File: src/rtl/noc_pkt_defs.sv
// Shared fabric packet definitions: flit type codes, header field map and address geometry.
// Optional INJ_HDR_PARITY_EN places even parity of header bits [24:0] in header bit 31.
package noc_pkt_defs;

    localparam int unsigned ADDR_W     = 6;
    localparam int unsigned GROUP_W    = 4;
    localparam int unsigned LEAF_W     = 2;
    localparam int unsigned LEN_W      = 5;
    localparam int unsigned SEQ_W      = 8;
    localparam int unsigned CNT_W      = 16;
    localparam int unsigned HDR_W      = 32;
    localparam int unsigned NUM_GROUPS = 8;

    localparam int unsigned DEST_LSB = 0;
    localparam int unsigned SRC_LSB  = 6;
    localparam int unsigned LEN_LSB  = 12;
    localparam int unsigned SEQ_LSB  = 17;
    localparam int unsigned PAR_BIT  = 31;

    typedef enum logic [1:0] {
        FLIT_BODY = 2'b00,
        FLIT_HEAD = 2'b01,
        FLIT_TAIL = 2'b10
    } flit_type_e;

    typedef enum logic [1:0] {
        ST_IDLE = 2'b00,
        ST_HEAD = 2'b01,
        ST_BODY = 2'b10
    } inj_state_e;

    // Assemble a head-flit header; unused upper bits stay zero.
    function automatic logic [HDR_W-1:0] build_hdr(
        input logic [ADDR_W-1:0] dest,
        input logic [ADDR_W-1:0] src,
        input logic [LEN_W-1:0]  len,
        input logic [SEQ_W-1:0]  seq
    );
        logic [HDR_W-1:0] h;
        h = '0;
        h[DEST_LSB +: ADDR_W] = dest;
        h[SRC_LSB  +: ADDR_W] = src;
        h[LEN_LSB  +: LEN_W]  = len;
        h[SEQ_LSB  +: SEQ_W]  = seq;
`ifdef INJ_HDR_PARITY_EN
        h[PAR_BIT] = ^h[SEQ_LSB+SEQ_W-1:0];
`else
        h[PAR_BIT] = 1'b0;
`endif
        return h;
    endfunction

endpackage

File: src/rtl/noc_dest_check.sv
// Combinational request legality check: destination group range, self-loop and length bounds.
module noc_dest_check
    import noc_pkt_defs::*;
#(
    parameter logic [GROUP_W-1:0] GROUP_ID  = 4'b0011,
    parameter logic [LEAF_W-1:0]  LEAF_ID   = 2'b00,
    parameter int unsigned        MAX_BEATS = 16
) (
    input  logic [ADDR_W-1:0] dest_i,
    input  logic [LEN_W-1:0]  len_i,
    output logic              valid_c
);

    logic [GROUP_W-1:0] group;
    logic               len_ok;
    logic               group_ok;
    logic               not_self;

    always_comb begin
        group    = dest_i[ADDR_W-1:LEAF_W];
        len_ok   = (len_i != '0) && (len_i <= LEN_W'(MAX_BEATS));
        group_ok = (group != '0) && (group <= GROUP_W'(NUM_GROUPS));
        not_self = (dest_i != {GROUP_ID, LEAF_ID});
        valid_c  = len_ok && group_ok && not_self;
    end

endmodule

File: src/rtl/leaf_pkt_injector.sv
// Leaf uplink injector: validates requests, frames head/body/tail flits, stamps source and sequence.
// Header parity in bit 31 is enabled by defining INJ_HDR_PARITY_EN.
module leaf_pkt_injector
    import noc_pkt_defs::*;
#(
    parameter logic [GROUP_W-1:0] GROUP_ID  = 4'b0011,
    parameter logic [LEAF_W-1:0]  LEAF_ID   = 2'b00,
    parameter int unsigned        DATA_W    = 32,
    parameter int unsigned        MAX_BEATS = 16
) (
    input  logic              clk,
    input  logic              rst_n,
    input  logic              req_valid,
    output logic              req_ready,
    input  logic [ADDR_W-1:0] req_dest,
    input  logic [LEN_W-1:0]  req_len,
    input  logic              beat_valid,
    output logic              beat_ready,
    input  logic [DATA_W-1:0] beat_data,
    output logic              flit_valid,
    input  logic              flit_ready,
    output logic [1:0]        flit_type,
    output logic [DATA_W-1:0] flit_data,
    output logic              err_pulse,
    output logic [CNT_W-1:0]  pkt_cnt
);

    inj_state_e         state_q, state_d;
    logic [HDR_W-1:0]   hdr_q, hdr_d;
    logic [LEN_W-1:0]   beats_left_q, beats_left_d;
    logic [SEQ_W-1:0]   seq_q, seq_d;
    logic [CNT_W-1:0]   pkt_cnt_q, pkt_cnt_d;
    logic               err_q, err_d;
    logic               req_ready_q;
    logic               req_ok_c;

    noc_dest_check #(
        .GROUP_ID  (GROUP_ID),
        .LEAF_ID   (LEAF_ID),
        .MAX_BEATS (MAX_BEATS)
    ) u_dest_check (
        .dest_i  (req_dest),
        .len_i   (req_len),
        .valid_c (req_ok_c)
    );

    always_ff @(posedge clk or negedge rst_n) begin
        if (!rst_n) begin
            state_q      <= ST_IDLE;
            hdr_q        <= '0;
            beats_left_q <= '0;
            seq_q        <= '0;
            pkt_cnt_q    <= '0;
            err_q        <= 1'b0;
            req_ready_q  <= 1'b0;
        end else begin
            state_q      <= state_d;
            hdr_q        <= hdr_d;
            beats_left_q <= beats_left_d;
            seq_q        <= seq_d;
            pkt_cnt_q    <= pkt_cnt_d;
            err_q        <= err_d;
            // Registered so the uplink handshake never reaches req_ready combinationally.
            req_ready_q  <= (state_d == ST_IDLE);
        end
    end

    always_comb begin
        state_d      = state_q;
        hdr_d        = hdr_q;
        beats_left_d = beats_left_q;
        seq_d        = seq_q;
        pkt_cnt_d    = pkt_cnt_q;
        err_d        = 1'b0;
        flit_valid   = 1'b0;
        flit_type    = FLIT_BODY;
        flit_data    = '0;
        beat_ready   = 1'b0;

        unique case (state_q)
            ST_IDLE: begin
                if (req_valid && req_ready_q) begin
                    if (req_ok_c) begin
                        hdr_d   = build_hdr(req_dest, {GROUP_ID, LEAF_ID}, req_len, seq_q);
                        state_d = ST_HEAD;
                    end else begin
                        err_d = 1'b1;
                    end
                end
            end
            ST_HEAD: begin
                flit_valid = 1'b1;
                flit_type  = FLIT_HEAD;
                flit_data  = DATA_W'(hdr_q);
                if (flit_ready) begin
                    beats_left_d = hdr_q[LEN_LSB +: LEN_W];
                    state_d      = ST_BODY;
                end
            end
            ST_BODY: begin
                // Zero-latency pass-through of payload beats to the uplink.
                flit_valid = beat_valid;
                beat_ready = flit_ready;
                flit_data  = beat_data;
                flit_type  = (beats_left_q == LEN_W'(1)) ? FLIT_TAIL : FLIT_BODY;
                if (beat_valid && flit_ready) begin
                    beats_left_d = beats_left_q - LEN_W'(1);
                    if (beats_left_q == LEN_W'(1)) begin
                        seq_d     = seq_q + SEQ_W'(1);
                        pkt_cnt_d = pkt_cnt_q + CNT_W'(1);
                        state_d   = ST_IDLE;
                    end
                end
            end
            default: state_d = ST_IDLE;
        endcase
    end

    assign req_ready = req_ready_q;
    assign err_pulse = err_q;
    assign pkt_cnt   = pkt_cnt_q;

endmodule

File: config.mk
export PLATFORM = sky130hd
export DESIGN_NAME = leaf_pkt_injector
export DESIGN_NICKNAME = d
export VERILOG_FILES = /design/src/rtl/noc_pkt_defs.sv /design/src/rtl/noc_dest_check.sv /design/src/rtl/leaf_pkt_injector.sv
export SDC_FILE = /design/constraint.sdc
export NUM_CORES = 1
export LEC_CHECK = 0
export ABC_AREA = 1
export BUFFER_PORTS_ARGS = -buffer_cell sky130_fd_sc_hd__buf_2
export CORE_MARGIN = 2
export CORE_UTILIZATION = 55
export DETAILED_ROUTE_END_ITERATION = 10
export PLACE_DENSITY_LB_ADDON = 0.1
export SLEW_MARGIN = 20
export SYNTH_ARGS = -nofsm -noshare
export SYNTH_HDL_FRONTEND = slang
export SYNTH_HIERARCHICAL = 1
export SYNTH_SLANG_ARGS = --single-unit
export TNS_END_PERCENT = 100
File: constraint.sdc
create_clock -name clk -period 2.7 [get_ports clk]
set_clock_uncertainty 0.2 [all_clocks]
set_input_delay 0.54 -clock clk [delete_from_list [all_inputs] [get_ports clk]]
set_output_delay 0.54 -clock clk [all_outputs]
set_load 0.01 [all_outputs]
==> metrics.txt <==
antenna cell count 0; DIE AREA 6220 µm²; Tot GR Track Use 22.4%; Arrival @ worst endpoint 1810 ps; port bufs 101; WL final 6890 µm; critical path capture point type primary output; WL per Instance 11.8 µm; flops & latches, synth 53; Yosys warnings 6; CTS tree built; final slew viol count 0; max-cap check violation count 0; Post-Syn Instances 410; CP required 1960 ps; Initial Util 56.3%; Peak VDD IR 308 µV; startpoint types flop; flop-to-flop setup slack 500 ps; largest net degree at the start of global routing 54; DRT iter0 DRCs 77; Least-Margin Pin Slew 662 ps; # clock sinks 53; register area 1330 µm²; Mapped Area 3080 µm²; CTS root buf clkbuf_8; DP Cell Count 575; Die H 78.9 µm; Clk Latency, worst-skew pair 300 ps; final std cells w/o fill 583; static leakage 2.07 nW; Hold Buf Count CTS 0; syn_nets 466; Clock Path Buffers 2; GRT overflow 0; final setup fails 0; Synth cell types 29; die width 78.9 µm; number of H-tree levels 2; Fmax 0.393 GHz; first-pass GRT wire length 11,300 µm; Via density 5.08; area of the multi-input gates 1480 µm²; Hold Crit Class in2async; fraction of layout cells with a size suffix above 1 26.6%; Total Nets Final 566; FP Rows 27; critical path type reg2out; Synth-to-Final Area Change 22.0%; period utilization 94.3%; sequential element share of the synthesized area 43.0%; worst rel slew slack 55.7%; final hold viol count 0; GP Congestion 0.838; power density over the cells 728 nW/µm²; Fillers 486; HPWL Detailed 5190 µm; remaining antenna violation count 0; IO Count 102; Tmin final 2550 ps; postcts setup bufs 0; CP max FO 17; Power, Total 2.74 mW; worst hold slack 136 ps; Vias 2,963; drc violations 0; syn_area_per_cell 7.52 µm²; Reg clk slew, reported paths 90 ps; Core Util, Final 68.7%; vias in the first global route 2,686; 1st-pass router iterations 6; core area 5470 µm²; initial antenna violation count 0; RSZ-0062 raised after global routing no; setup TNS 0 ps; run status finished clean; number of CTS-inserted buffers 5
-- synthesized netlist by cell type --
cell type	instances	area share, %
nand2_1	139	17
dfrtp_1	53	43
inv_1	51	6.2
a21oi_1	28	4.5
nor2_1	24	2.9
nand3_1	20	3.2
o21ai_0	20	3.2
xor2_1	10	2.8
nand4_1	9	1.8
ha_1	8	3.2
mux2_2	7	2.6
clkbuf_1	5	0.61
nor2_2	5	1.0
xnor2_1	5	1.4
buf_2	4	0.65
nor3_1	4	0.65
nor2_4	3	1.1
buf_4	2	0.49
buf_6	2	0.73
nand2_2	2	0.41
buf_1	1	0.12
clkinv_1	1	0.12
inv_2	1	0.12
mux2_1	1	0.37
nand3b_1	1	0.24
nand4_2	1	0.41
nor3_4	1	0.53
nor4_1	1	0.20
o21bai_1	1	0.24
-- routing by layer --
layer | track usage [%] | wire [µm] | vias to the layer above
met2 | 40.5 | 3360 | 96
met3 | 3.98 | 396 | 17
li1 | - | - | 1484
met1 | 27.2 | 3030 | 1366
met4 | 7.07 | 107 | 0
met5 | 0 | 0 | -
-- metrics by stage --
step | cell area [µm²] | setup slack, ps
floorplan | 3080 | 494
global placement | 3670 | 400
detailed placement | 3670 | 325
CTS | 3750 | 109
global route | 3760 | 24.6
finish | 3760 | 155
-- cells by family (layout without fill, tap and decap cells) --
kind of cell | after synthesis | in the layout | share of synthesized area [%]
compound gates | 49 | 49 | 8.04
xor+xnor | 15 | 15 | 4.26
fa+ha+maj | 8 | 8 | 3.25
buf+inv | 67 | 168 | 9.05
flops | 53 | 53 | 43.0
mux | 8 | 8 | 2.92
simple gates | 210 | 210 | 29.5
-- sequential cells by signal (all words and copies together), names as in the netlist --
register,count
req_ready,1
err_pulse,1
beats_left_q,5
pkt_cnt,16
seq_q,8
hdr_q,20
state_q,2
-- report_power, final --
part           switching (mW)  total [mW]  internal [mW]  leakage [nW]
clock network           0.258       0.437          0.179        0.0439
logic                   0.699        1.17          0.469          1.37
registers               0.142        1.13          0.992         0.659
-- critical path, cell delays in order, from the launching register on --
cell,delay [ps]
dfrtp_1,390
inv_1,80
ha_1,410
clkinv_1,110
buf_4,200
a21oi_1,140
buf_2,150
-- cell type report --
class,instances,area share [%]
Clock inverter,3,0.466
Tap cell,72,2.40
Multi-Input combinational cell,290,39.4
Inverter,53,5.29
Sequential cell,53,35.3
Timing Repair Buffer,107,15.4
Clock buffer,5,1.83
-- path summary, 6_finish.rpt --
kind	start	endpoint	depth (start not counted)
worst max register to register	state_q[0]	pkt_cnt[5]	6
worst min register to register	hdr_q[9]	hdr_q[9]	2
worst min-delay path	rst_n	beats_left_q[3]	2
max in group asynchronous	rst_n	state_q[0]	2
min in group clk	hdr_q[9]	hdr_q[9]	2
worst max-delay path	state_q[0]	flit_data[0]	6
-- repair_timing --
item,in CTS,in global routing
setup endpoints to repair,0,6
gates resized for setup,0,2
endpoints found under the hold margin,0,0
-- cells in the final DEF (no fill, tap or decap), types with 2 or more instances in the layout --
cell      count
xnor2_1       5
clkinv_2      2
a21oi_1      28
nor2_4        3
inv_1        51
nand4_1       9
ha_1          7
buf_4         3
nor3_1        4
buf_12        2
o21ai_0      20
clkbuf_8      5
nand2_1     139
dfrtp_1      53
mux2_2        7
nor2_1       24
nand3_1      20
nor2_2        5
nand2_2       2
xor2_1       10
buf_2       101
(Power assumes the default switching activity.)
